File: config.mk
export PLATFORM = sky130hd
export DESIGN_NAME = mem_stage
export DESIGN_NICKNAME = d
export VERILOG_FILES = /design/src/rtl/lsu_pkg.sv /design/src/rtl/lsu_align.sv /design/src/rtl/mem_stage.sv
export SDC_FILE = /design/constraint.sdc
export NUM_CORES = 1
export LEC_CHECK = 0
export ABC_CLOCK_PERIOD_IN_PS = 4600
export CORE_UTILIZATION = 47
export CTS_BUF_LIST = sky130_fd_sc_hd__clkbuf_16
export DETAILED_ROUTE_END_ITERATION = 8
export PLACE_DENSITY = 0.8
export SLEW_MARGIN = 20
export SYNTH_ARGS = -nofsm -noshare
export SYNTH_HDL_FRONTEND = slang
export SYNTH_HIERARCHICAL = 1
export SYNTH_SLANG_ARGS = --single-unit
File: constraint.sdc
create_clock -name clk -period 4.6 [get_ports clk]
set_input_delay 0.92 -clock clk [delete_from_list [all_inputs] [get_ports clk]]
set_output_delay 0.92 -clock clk [all_outputs]
set_load 0.03 [all_outputs]
File: src/rtl/lsu_pkg.sv
// Shared LSU encodings for the memory stage: lsu_op field layout, access sizes,
// the misaligned-access exception bit and the memory-stage state enum.
package lsu_pkg;

    // lsu_op bit positions
    localparam int unsigned LSU_MEM      = 4;
    localparam int unsigned LSU_STORE    = 3;
    localparam int unsigned LSU_UNSIGNED = 2;
    localparam int unsigned LSU_SIZE_HI  = 1;
    localparam int unsigned LSU_SIZE_LO  = 0;

    localparam logic [1:0] SIZE_B = 2'd0;
    localparam logic [1:0] SIZE_H = 2'd1;
    localparam logic [1:0] SIZE_W = 2'd2;

    localparam logic [4:0] LSU_OP_INVALID = 5'd0;

    localparam int unsigned EXC_ALE  = 9;
    localparam logic [31:0] ALE_MASK = 32'd1 << EXC_ALE;

    typedef enum logic [2:0] {
        IDLE,
        REQ,
        WAIT,
        DONE,
        DRAIN
    } mem_state_e;

endpackage

File: src/rtl/lsu_align.sv
// Combinational lane logic: store strobes and lane replication, load extraction with
// sign/zero extension, and the misaligned-access flag.
module lsu_align
    import lsu_pkg::*;
(
    input  logic [1:0]  addr_lo,
    input  logic [1:0]  size,
    input  logic        is_unsigned,
    input  logic [31:0] sdata,
    input  logic [31:0] rdata,
    output logic [3:0]  wstrb,
    output logic [31:0] wdata,
    output logic [31:0] ldata,
    output logic        misalign
);

    logic [31:0] shifted;

    assign shifted = rdata >> {addr_lo, 3'b000};

    always_comb begin
        wstrb    = 4'b1111;
        wdata    = sdata;
        ldata    = shifted;
        misalign = 1'b0;
        case (size)
            SIZE_B: begin
                wstrb = 4'b0001 << addr_lo;
                wdata = {4{sdata[7:0]}};
                ldata = is_unsigned ? {24'd0, shifted[7:0]} : {{24{shifted[7]}}, shifted[7:0]};
            end
            SIZE_H: begin
                wstrb    = 4'b0011 << addr_lo;
                wdata    = {2{sdata[15:0]}};
                ldata    = is_unsigned ? {16'd0, shifted[15:0]}
                                       : {{16{shifted[15]}}, shifted[15:0]};
                misalign = addr_lo[0];
            end
            default: begin
                misalign = |addr_lo;
            end
        endcase
    end

endmodule

File: src/rtl/mem_stage.sv
// Memory-access pipeline stage between EX/MEM and WB: issues loads/stores on the data bus
// and registers the result for WB. Optional perf counters under MEM_PERF_CNT_EN.
module mem_stage
    import lsu_pkg::*;
#(
    parameter int unsigned ADDR_W = 32,
    parameter int unsigned DATA_W = 32
) (
    input  logic              clk,
    input  logic              rst,
    input  logic              ls_valid,
    output logic              ts_ready,
    input  logic              ns_ready,
    output logic              ts_valid,
    input  logic              flush,
    input  logic              stall,
    input  logic [31:0]       in_pc,
    input  logic [31:0]       in_inst,
    input  logic [DATA_W-1:0] in_ex_result,
    input  logic              in_rw_en,
    input  logic [4:0]        in_rw_addr,
    input  logic [DATA_W-1:0] in_lsu_data,
    input  logic [4:0]        in_lsu_op,
    input  logic [31:0]       in_except_type,
    output logic              dreq_valid,
    input  logic              dreq_ready,
    output logic              dreq_we,
    output logic [ADDR_W-1:0] dreq_addr,
    output logic [3:0]        dreq_wstrb,
    output logic [DATA_W-1:0] dreq_wdata,
    input  logic              dresp_valid,
    input  logic [DATA_W-1:0] dresp_rdata,
    output logic [31:0]       wb_pc,
    output logic [31:0]       wb_inst,
    output logic              wb_rw_en,
    output logic [4:0]        wb_rw_addr,
    output logic [DATA_W-1:0] wb_rw_data,
    output logic [31:0]       wb_except_type,
    output logic [ADDR_W-1:0] wb_badv
`ifdef MEM_PERF_CNT_EN
    ,
    output logic [31:0]       perf_load_cnt,
    output logic [31:0]       perf_store_cnt,
    output logic [31:0]       perf_wait_cyc
`endif
);

    mem_state_e state_q, state_d;
    logic out_valid_q, out_valid_d;
    logic [DATA_W-1:0] hold_data_q, hold_data_d;

    logic [31:0]       req_pc_q, req_inst_q;
    logic              req_rw_en_q;
    logic [4:0]        req_rw_addr_q;
    logic [ADDR_W-1:0] req_addr_q;
    logic [3:0]        req_op_q;
    logic [DATA_W-1:0] req_sdata_q;

    logic free, accept, in_mem, in_exc, in_ale, start_mem, direct_wb, hold_wb;
    logic handshake, req_store;

    logic [1:0]        al_addr, al_size;
    logic              al_unsigned;
    logic [DATA_W-1:0] al_sdata, al_wdata, al_ldata;
    logic [3:0]        al_wstrb;
    logic              al_misalign;

    // In IDLE the lane logic checks the incoming op; afterwards it serves the latched one.
    always_comb begin
        if (state_q == IDLE) begin
            al_addr     = in_ex_result[1:0];
            al_size     = in_lsu_op[LSU_SIZE_HI:LSU_SIZE_LO];
            al_unsigned = in_lsu_op[LSU_UNSIGNED];
            al_sdata    = in_lsu_data;
        end else begin
            al_addr     = req_addr_q[1:0];
            al_size     = req_op_q[LSU_SIZE_HI:LSU_SIZE_LO];
            al_unsigned = req_op_q[LSU_UNSIGNED];
            al_sdata    = req_sdata_q;
        end
    end

    lsu_align u_align (
        .addr_lo     (al_addr),
        .size        (al_size),
        .is_unsigned (al_unsigned),
        .sdata       (al_sdata),
        .rdata       (dresp_rdata),
        .wstrb       (al_wstrb),
        .wdata       (al_wdata),
        .ldata       (al_ldata),
        .misalign    (al_misalign)
    );

    assign free      = !out_valid_q || (ns_ready && !stall);
    assign accept    = ls_valid && ts_ready && !flush;
    assign in_mem    = in_lsu_op[LSU_MEM];
    assign in_exc    = |in_except_type;
    assign in_ale    = in_mem && !in_exc && al_misalign;
    assign start_mem = accept && in_mem && !in_exc && !al_misalign;
    assign direct_wb = accept && !start_mem;
    assign handshake = (state_q == REQ) && dreq_ready;
    assign req_store = req_op_q[LSU_STORE];
    assign hold_wb   = (state_q == DONE) && free && !flush;

    always_comb begin
        state_d = state_q;
        unique case (state_q)
            IDLE:  if (start_mem) state_d = REQ;
            REQ: begin
                if (handshake) begin
                    if (req_store) state_d = flush ? IDLE : DONE;
                    else           state_d = flush ? DRAIN : WAIT;
                end else if (flush) begin
                    state_d = IDLE;
                end
            end
            // A response coinciding with flush has already been consumed.
            WAIT: begin
                if (flush)            state_d = dresp_valid ? IDLE : DRAIN;
                else if (dresp_valid) state_d = DONE;
            end
            DONE:  if (flush || free) state_d = IDLE;
            DRAIN: if (dresp_valid)   state_d = IDLE;
            default: state_d = IDLE;
        endcase
    end

    always_comb begin
        ts_valid   = out_valid_q && !stall;
        ts_ready   = (state_q == IDLE) && free && !stall;
        // Withdrawal is allowed only on flush, and never once the bus has accepted.
        dreq_valid = (state_q == REQ) && (!flush || dreq_ready);
        dreq_we    = req_store;
        dreq_addr  = {req_addr_q[ADDR_W-1:2], 2'b00};
        dreq_wstrb = al_wstrb;
        dreq_wdata = al_wdata;

        out_valid_d = out_valid_q;
        if (flush)                      out_valid_d = 1'b0;
        else if (direct_wb || hold_wb)  out_valid_d = 1'b1;
        else if (ns_ready && !stall)    out_valid_d = 1'b0;

        hold_data_d = hold_data_q;
        if (handshake && req_store)             hold_data_d = '0;
        else if (state_q == WAIT && dresp_valid) hold_data_d = al_ldata;
    end

    always_ff @(posedge clk) begin
        if (!rst) begin
            state_q        <= IDLE;
            out_valid_q    <= 1'b0;
            hold_data_q    <= '0;
            req_pc_q       <= '0;
            req_inst_q     <= '0;
            req_rw_en_q    <= 1'b0;
            req_rw_addr_q  <= '0;
            req_addr_q     <= '0;
            req_op_q       <= '0;
            req_sdata_q    <= '0;
            wb_pc          <= '0;
            wb_inst        <= '0;
            wb_rw_en       <= 1'b0;
            wb_rw_addr     <= '0;
            wb_rw_data     <= '0;
            wb_except_type <= '0;
            wb_badv        <= '0;
        end else begin
            state_q     <= state_d;
            out_valid_q <= out_valid_d;
            hold_data_q <= hold_data_d;
            if (start_mem) begin
                req_pc_q      <= in_pc;
                req_inst_q    <= in_inst;
                req_rw_en_q   <= in_rw_en;
                req_rw_addr_q <= in_rw_addr;
                req_addr_q    <= in_ex_result[ADDR_W-1:0];
                req_op_q      <= in_lsu_op[3:0];
                req_sdata_q   <= in_lsu_data;
            end
            if (direct_wb) begin
                wb_pc          <= in_pc;
                wb_inst        <= in_inst;
                wb_rw_en       <= in_rw_en && !in_exc && !in_ale;
                wb_rw_addr     <= in_rw_addr;
                wb_rw_data     <= in_ex_result;
                wb_except_type <= in_except_type | (in_ale ? ALE_MASK : 32'd0);
                wb_badv        <= in_ale ? in_ex_result[ADDR_W-1:0] : '0;
            end else if (hold_wb) begin
                wb_pc          <= req_pc_q;
                wb_inst        <= req_inst_q;
                wb_rw_en       <= req_rw_en_q;
                wb_rw_addr     <= req_rw_addr_q;
                wb_rw_data     <= hold_data_q;
                wb_except_type <= '0;
                wb_badv        <= '0;
            end
        end
    end

`ifdef MEM_PERF_CNT_EN
    always_ff @(posedge clk) begin
        if (!rst) begin
            perf_load_cnt  <= '0;
            perf_store_cnt <= '0;
            perf_wait_cyc  <= '0;
        end else begin
            if (handshake && !req_store) perf_load_cnt  <= perf_load_cnt + 32'd1;
            if (handshake && req_store)  perf_store_cnt <= perf_store_cnt + 32'd1;
            if (state_q == REQ || state_q == WAIT || state_q == DRAIN) begin
                perf_wait_cyc <= perf_wait_cyc + 32'd1;
            end
        end
    end
`endif

endmodule
==> key figures, run 1 <==
Run status
  • Failing checks: DRC
  • Result of the run: finished, violations left

Final layout
  • Most common cell after layout, fill and taps aside: sky130_fd_sc_hd__nand2_1
  • Signed area change from the synthesized netlist to the final layout: 37.5%
  • Fraction of layout cells with a size suffix above 1: 7.43%
  • NumNets Final: roughly 2400
  • Final cell area excluding filler cells: 20300 sq um
  • Most used cells in the layout excluding fill and tap cells: 663 x sky130_fd_sc_hd__nand2_1, 436 x sky130_fd_sc_hd__clkdlybuf4s50_1, 340 x sky130_fd_sc_hd__dfxtp_1

Logic synthesis
  • Post-synthesis sequential element count: 340
  • Average cell area after synthesis: 7.75 sq um
  • Fraction of the mapped netlist area in simple logic gates: 25.4%
  • Post-synthesis instance total: roughly 1900
  • Share of synthesized cell area in full adder, half adder and majority cells: 0%
  • Number of distinct library cell variants in the gate-level netlist after synthesis: 53
  • Cell accounting for the most synthesized area: sky130_fd_sc_hd__dfxtp_1
  • XOR/XNOR share of the synthesized area: 0%
  • Async set or reset register ratio after synthesis: 0%
  • Sequential element share of the synthesized area: 46.2%
  • Area fraction in compound gates after synthesis: 18.9%
  • YS warnings: 6
  • Dominant synthesized flop cell: sky130_fd_sc_hd__dfxtp_1
  • Main area contributors after synthesis: sky130_fd_sc_hd__dfxtp_1 46%, sky130_fd_sc_hd__nand2_1 17%, sky130_fd_sc_hd__a21oi_1 6.5%
  • Cell Area, Synth: 14700 sq um
  • Portion of netlist area occupied by mux cells: roughly 2.5%
  • Area share of the largest cell type after synthesis: a little under half
  • Largest family of logic cells by synthesized area: simple AND/OR/NAND/NOR gates
  • EDFF count, synth: 0

Setup path
  • Worst setup slack for register-to-register paths: 0.88 ns
  • Required time of the critical path: 3.68 ns
  • Worst-path maximum fanout: 18
  • Endpoint of the worst register-to-register path: wb_badv[29]
  • Critical path endpoint category: output port
  • Logic depth of the worst register-to-register path: 9
  • Type of the worst setup path: reg -> out
  • CP startpoint kind: flip-flop
  • Reg2reg start: state_q[0]
  • Crit path DAT: 3.36 ns
  • Worst Setup SP: state_q[0]

Hold path
  • Hold-critical path endpoint: req_rw_en_q
  • Path class of the lowest-slack min-delay path: reg -> reg
  • Worst hold start: req_rw_en_q
  • Worst Hold Depth: 2

Clock tree
  • Clock Pin Slew Worst Setup and Hold Paths: approximately 0.060 ns
  • Num CTS Buffers: 38
  • CTS hold repair buffers: 0
  • Clock insertion delay at the later pin of the skew report: 0.53 ns
  • Clock tree from TritonCTS: done
  • Maximum number of buffers from clock root to sink: 3
  • CTS H-tree lvls: 2
  • CTS Root Buffer Type: sky130_fd_sc_hd__clkbuf_16
  • Number of buffers inserted by post-CTS setup repair: 0
  • Sinks on the clock net: 340
  • Number of gates given a new drive strength after cts: 0

GRT
  • Initial antenna violation count: 0
  • Pin count of the biggest net entering global routing: 123
  • First-pass GRT wire length: 75.4 mm
  • Sum of overflow across all layers after global routing: 0
  • Vias in the first global route: 14100
  • Total GRT Usage: 29.6%

Detailed routing
  • Count of routing violations after the opening detailed-route iteration: 1205
  • Via count of the routed design: 15000
  • Vias per std cell: 5.66
  • Routed Antenna Nets: 0
  • Total length of routed wires: 49.6 mm
  • DR WL/cell: 18.8 um
  • Pre-antenna DRT Iters: 8
  • Post-detailed-route DRC marker count: between 100 and 150

Floorplanning
  • Placeable Area: 30700 sq um
  • Site row count: 64
  • Chip width: 179 um
  • Die Footprint: around 32000 sq um
  • Starting utilization of the core area: 47.9%
  • Die Ht: around 180 um
  • Number of placed I/O pins: around 450

Placement
  • Gpl congestion: 0.941
  • Count of input and output buffers: 446
  • Placed Area: 19000 sq um
  • Detailed-placement wirelength estimate: 34.1 mm
  • Worst setup slack after placement: roughly 0.56 ns

STA
  • Post-route setup TNS: 0 ns
  • FMAX: 234 MHz
  • Number of slew-limit violations in the final report: 0
  • Post-layout worst setup margin: 0.325 ns
  • Shortest clock period the worst path allows after layout: ~4.3 ns
  • Final count of hold timing violations: 0
  • Final setup vio count: 0
  • Worst relative slew slack: between 30% and 40%
  • Transition time of the tightest slew-check pin: 0.920 ns
  • Final setup skew: 0.0234 ns
  • Period Utilization, post-route: 92.9%
  • Setup repair after global routing missed its margin: no

Power
  • Worst IR drop on VDD: 0.215 mV
  • Post-route total power: 6.89 mW
  • Static power due to leakage: 7.32 nW
  • Power Density: 340 nW/um^2

Run
  • Maximum capacitance violations: 0
==> worst max-delay path, stage by stage (launching register included) <==
cell	delay, ns
sky130_fd_sc_hd__dfxtp_1	0.42
sky130_fd_sc_hd__or3_1	0.38
sky130_fd_sc_hd__buf_4	0.21
sky130_fd_sc_hd__nand2_1	0.09
sky130_fd_sc_hd__nand2_1	0.37
sky130_fd_sc_hd__buf_4	0.34
sky130_fd_sc_hd__o21ai_0	0.27
sky130_fd_sc_hd__clkdlybuf4s50_1	0.74
==> through the flow <==
| stage | util [%] | cells | hold WS (ns) |
|---|---|---|---|
| 4_1_cts | 65.9 | 2643 | 0.454 |
| 2_1_floorplan | - | 1903 | 0.434 |
| 6_report | 65.9 | 2644 | 0.453 |
| 3_5_place_dp | 61.9 | 2573 | 0.447 |
| 5_1_grt | 65.9 | 2643 | 0.468 |
| 3_3_place_gp | 61.9 | 2573 | 0.439 |
==> metal layers <==
metal  track usage [%]  wire, um  vias to the layer above
met5                 0         0                        -
met4              14.2      2350                        0
met3              6.45      4480                      143
met2              48.9     23200                      670
met1              36.5     19600                     7062
li1                  -         -                     7087
==> registers in the layout, summed over array words and instances (netlist names), 32 cells and up <==
name            cells
hold_data_q        32
wb_rw_data         32
wb_pc              32
req_pc_q           32
req_addr_q         32
wb_badv            32
wb_except_type     32
wb_inst            32
req_inst_q         32
req_sdata_q        32
==> worst max-delay path by stage <==
stage | cells after the start | slack, ns | to
5_1_grt | 7 | 0.17 | dreq_wdata[30]
2_1_floorplan | 10 | 0.95 | dreq_wstrb[1]
6_report | 7 | 0.32 | dreq_wdata[30]
4_1_cts | 7 | 0.34 | dreq_wdata[30]
3_5_place_dp | 8 | 0.56 | wb_badv[30]
3_3_place_gp | 6 | 0.57 | dreq_wdata[30]
==> kinds of logic after synthesis <==
logic type	after synthesis
compound gates	414
other cells	1
mux	34
flops	340
simple gates	903
buf+inv	210
==> cell usage after synthesis (all sizes together), types with 3 or more instances <==
cell	number
o21ai	55
a211oi	8
nor2	114
a311oi	67
dfxtp	340
a32oi	20
mux2	19
clkbuf	111
nor2b	13
and4	4
nand4	35
nor3	4
nand2b	4
inv	6
a22o	32
mux2i	15
nor4	10
nand3b	3
nand2	663
nand3	46
a21oi	197
buf	93
o221a	17
a2bb2oi	8
==> final cells by class <==
cell class / instances / area [sq um]
well taps: 396 / 495
multi-input cells: 1353 / 6960
clock inverters: 32 / 265
clock buffers: 38 / 951
fillers: 2595 / 10500
diodes: 1 / 2.50
flip-flops and latches: 340 / 6810
inverters: 6 / 27.5
repair buffers: 478 / 4750
==> power breakdown <==
part           switching (mW)  internal (mW)  leakage (nW)
clock network            1.24           1.74         0.624
logic                   0.491          0.393          3.94
registers              0.0307           3.00          2.75
Note: power is estimated with default switching activity, not from simulation.
==> inputs of run 2 (changes only) <==
--- a/config.mk
+++ b/config.mk
@@ -6,8 +6,9 @@
 export NUM_CORES = 1
 export LEC_CHECK = 0
-export ABC_CLOCK_PERIOD_IN_PS = 4600
+export ABC_CLOCK_PERIOD_IN_PS = 4400
 export CORE_UTILIZATION = 47
 export CTS_BUF_LIST = sky130_fd_sc_hd__clkbuf_16
 export DETAILED_ROUTE_END_ITERATION = 8
+export HOLD_SLACK_MARGIN = 0.08
 export PLACE_DENSITY = 0.8
 export SLEW_MARGIN = 20
==> constraint.sdc (replaced) <==
create_clock -name clk -period 4.4 [get_ports clk]
set_input_delay 0.88 -clock clk [delete_from_list [all_inputs] [get_ports clk]]
set_output_delay 0.88 -clock clk [all_outputs]
set_load 0.005 [all_outputs]
==> run 2 against run 1 <==
Net effect:
- the run still ends with DRC left
- global-route usage is 0.13 points higher
- total power is 0.81% higher
- critical path depth is 1 higher
- cell count hardly changed
- combinational power is 13% lower
- core utilization hardly changed
- clock-buffer cell count is 1 higher
- register-to-register slack worse by 0.15 ns
- via count is 0.43% lower
==> key figures, run 2 (synthesized netlist as in run 1, its figures left out) <==
Setup path
  • Family of cells with the greatest summed delay on the critical path: simple AND/OR/NAND/NOR gates
  • Crit path DAT: 3.27 ns (-0.09 ns)
  • Slowest CP cell: sky130_fd_sc_hd__nor2_2
  • Most frequent cell on the critical path: sky130_fd_sc_hd__nand2_1
  • Required time of the critical path: 3.52 ns (-0.16 ns)
  • Type of the worst setup path: reg -> out
  • Crit path buf inv count: 2 (-1)
  • Critical path endpoint category: output port
  • Worst setup slack for register-to-register paths: 0.73 ns (-0.15 ns)
  • Longest individual stage delay on the worst path: 0.52 ns (-0.22 ns)
  • Endpoint of the worst register-to-register path: wb_pc[6]
  • Reg2reg start: state_q[0]
  • Cell-by-cell listing of the critical path: or3_1 -> buf_4 -> nand2_1 -> nand2_1 -> nor2_2 -> nand2_1 -> nand2_1 -> clkdlybuf4s50_1
  • CP startpoint kind: flip-flop
  • Worst-path maximum fanout: 14 (-4)
  • Logic depth of the worst register-to-register path: 11 (+2)

Hold path
  • Hold-critical path endpoint: req_pc_q[17]
  • Worst hold start: req_pc_q[17]
  • Path class of the lowest-slack min-delay path: reg -> reg
  • Worst Hold Depth: 2 (unchanged)

Detailed routing
  • Via count of the routed design: 14900 (-0.43%)
  • DR WL/cell: 18.9 um (+0.42%)
  • Vias per std cell: 5.63 (-0.47%)
  • Routed Antenna Nets: 0 (unchanged)
  • Pre-antenna DRT Iters: 7 (-1)
  • Total length of routed wires: 49.9 mm (+0.46%)
  • Count of routing violations after the opening detailed-route iteration: 1389 (+15%)
  • Post-detailed-route DRC marker count: 132 (unchanged)

Clock tree
  • Maximum number of buffers from clock root to sink: 3 (unchanged)
  • CTS H-tree lvls: 2 (unchanged)
  • Clock insertion delay at the later pin of the skew report: 0.52 ns (about the same)
  • Clock tree from TritonCTS: done
  • Number of buffers inserted by post-CTS setup repair: 0 (unchanged)
  • CTS hold repair buffers: 0 (unchanged)
  • Number of gates given a new drive strength after cts: 0 (unchanged)
  • Clock Pin Slew Worst Setup and Hold Paths: 0.06 ns (about the same)
  • Num CTS Buffers: 37 (-2.6%)
  • Sinks on the clock net: 340 (unchanged)
  • CTS Root Buffer Type: sky130_fd_sc_hd__clkbuf_16

Run status
  • Result of the run: finished, violations left
  • Failing checks: DRC

STA
  • Final setup vio count: 0 (unchanged)
  • Period Utilization, post-route: a little over nine tenths
  • Number of slew-limit violations in the final report: 0 (unchanged)
  • Setup repair after global routing missed its margin: no
  • Post-route setup TNS: 0 ns (unchanged)
  • FMAX: 241 MHz
  • Final count of hold timing violations: 0 (unchanged)
  • Worst hold slack: 0.453 ns (-0.0000690 ns)
  • Worst relative slew slack: 24.4% (-14 points)
  • Transition time of the tightest slew-check pin: 1.13 ns (+0.214 ns)
  • Shortest clock period the worst path allows after layout: 4.15 ns
  • Final setup skew: 0.0153 ns (-0.00809 ns)

GRT
  • Sum of overflow across all layers after global routing: 0 (unchanged)
  • Pin count of the biggest net entering global routing: 147 (+20%)
  • Total GRT Usage: 29.8% (+0.13 points)
  • Initial antenna violation count: 0 (unchanged)
  • First-pass GRT wire length: 75.6 mm (+0.23%)
  • Vias in the first global route: 14100 (-0.085%)

Final layout
  • Non-filler cells in the finished layout: 2645 (+0.038%)
  • Fraction of layout cells with a size suffix above 1: 6.90% (-0.54 points)
  • Most used cells in the layout excluding fill and tap cells: 663 x sky130_fd_sc_hd__nand2_1, 445 x sky130_fd_sc_hd__clkdlybuf4s50_1, 340 x sky130_fd_sc_hd__dfxtp_1
  • Signed area change from the synthesized netlist to the final layout: 37.5% (about the same)
  • NumNets Final: 2431 (+0.12%)
  • Most common cell after layout, fill and taps aside: sky130_fd_sc_hd__nand2_1

Floorplanning
  • Site row count: 64 (unchanged)
  • Placeable Area: 30700 sq um (unchanged)
  • Die Footprint: 32100 sq um (unchanged)
  • Die Ht: 179 um (unchanged)
  • Starting utilization of the core area: 47.9% (unchanged)
  • Chip width: 179 um (unchanged)
  • Number of placed I/O pins: 449 (unchanged)

Placement
  • Detailed-placement wirelength estimate: 34.3 mm (+0.66%)
  • # placed instances: 2577 (+0.16%)
  • Gpl congestion: 0.921 (-2.2%)
  • Count of input and output buffers: 446 (unchanged)

Power
  • Power Density: 343 nW/um^2 (+0.84%)
  • Static power due to leakage: 7.31 nW (about the same)
  • Worst IR drop on VDD: 0.233 mV (+8.5%)

Run
  • Maximum capacitance violations: 0 (unchanged)
[run 2: cell count changes in the layout (fill, tap and decap cells not counted), sizes merged]
cell | previous run | this run
buf | 42 | 37
bufinv | 4 | 3
clkbuf | 38 | 39
clkdlybuf4s50 | 436 | 445
clkinv | 17 | 14
clkinvlp | 1 | 0
inv | 16 | 17
[run 2: layer usage]
layer | vias up | global-route usage, % | share of wire, %
met5 | - | 0 | 0
li1 | 7083 | - | -
met1 | 7025 | 37.2 | 40
met2 | 668 | 50.1 | 48
met4 | 0 | 12.7 | 4.1
met3 | 122 | 5.45 | 8.2
[run 2: metrics by stage]
stage	power [mW]	instance area, sq um	utilization (%)	setup WS [ns]
final	6.95	20300	65.9	0.247
after global routing	7.18	20300	65.9	0.0285
after CTS	6.99	20300	65.9	0.290
after detailed placement	4.00	19100	62.1	0.520
after global placement	3.99	19100	62.1	0.673
after floorplan	3.52	14700	-	0.932
[run 2: worst max-delay path by stage]
| stage | startpoint | endpoint | slack, ns | cells past startpoint |
|---|---|---|---|---|
| finish | state_q[0] | dreq_wdata[15] | 0.25 | 8 |
| floorplan | state_q[0] | wb_inst[11] | 0.93 | 14 |
| detailed placement | in_lsu_op[0] | wb_inst[25] | 0.52 | 10 |
| global route | state_q[0] | dreq_wdata[13] | 0.03 | 8 |
| CTS | state_q[0] | dreq_wdata[15] | 0.29 | 8 |
| global placement | in_lsu_op[0] | wb_pc[10] | 0.67 | 10 |
[run 2: worst reg2reg max path: stages (launching register included)]
cell and delay, ns:
sky130_fd_sc_hd__dfxtp_1 0.42, sky130_fd_sc_hd__or3_1 0.51, sky130_fd_sc_hd__buf_4 0.25, sky130_fd_sc_hd__nand2_1 0.08, sky130_fd_sc_hd__nand2_1 0.29, sky130_fd_sc_hd__o21ai_0 0.18, sky130_fd_sc_hd__nand2_1 0.17, sky130_fd_sc_hd__o41ai_4 0.51
sky130_fd_sc_hd__buf_12 0.32, sky130_fd_sc_hd__buf_12 0.42, sky130_fd_sc_hd__nor2_1 0.13, sky130_fd_sc_hd__a311oi_1 0.30
[run 2: cell type report]
class,instances,area [sq um]
inverter,6,27.5
sequential,340,6810
clock inverter,28,194
clock buffer,39,976
fill,2555,10500
tap,396,495
antenna,1,2.50
multi-input combinational,1353,6960
timing repair buffer,482,4790
[run 2: power breakdown]
part	switching (mW)	internal (mW)	leakage (nW)
combinational	0.358	0.415	3.95
clock	1.23	1.77	0.612
sequential	0.0337	3.13	2.75
total	1.63	5.32	7.31
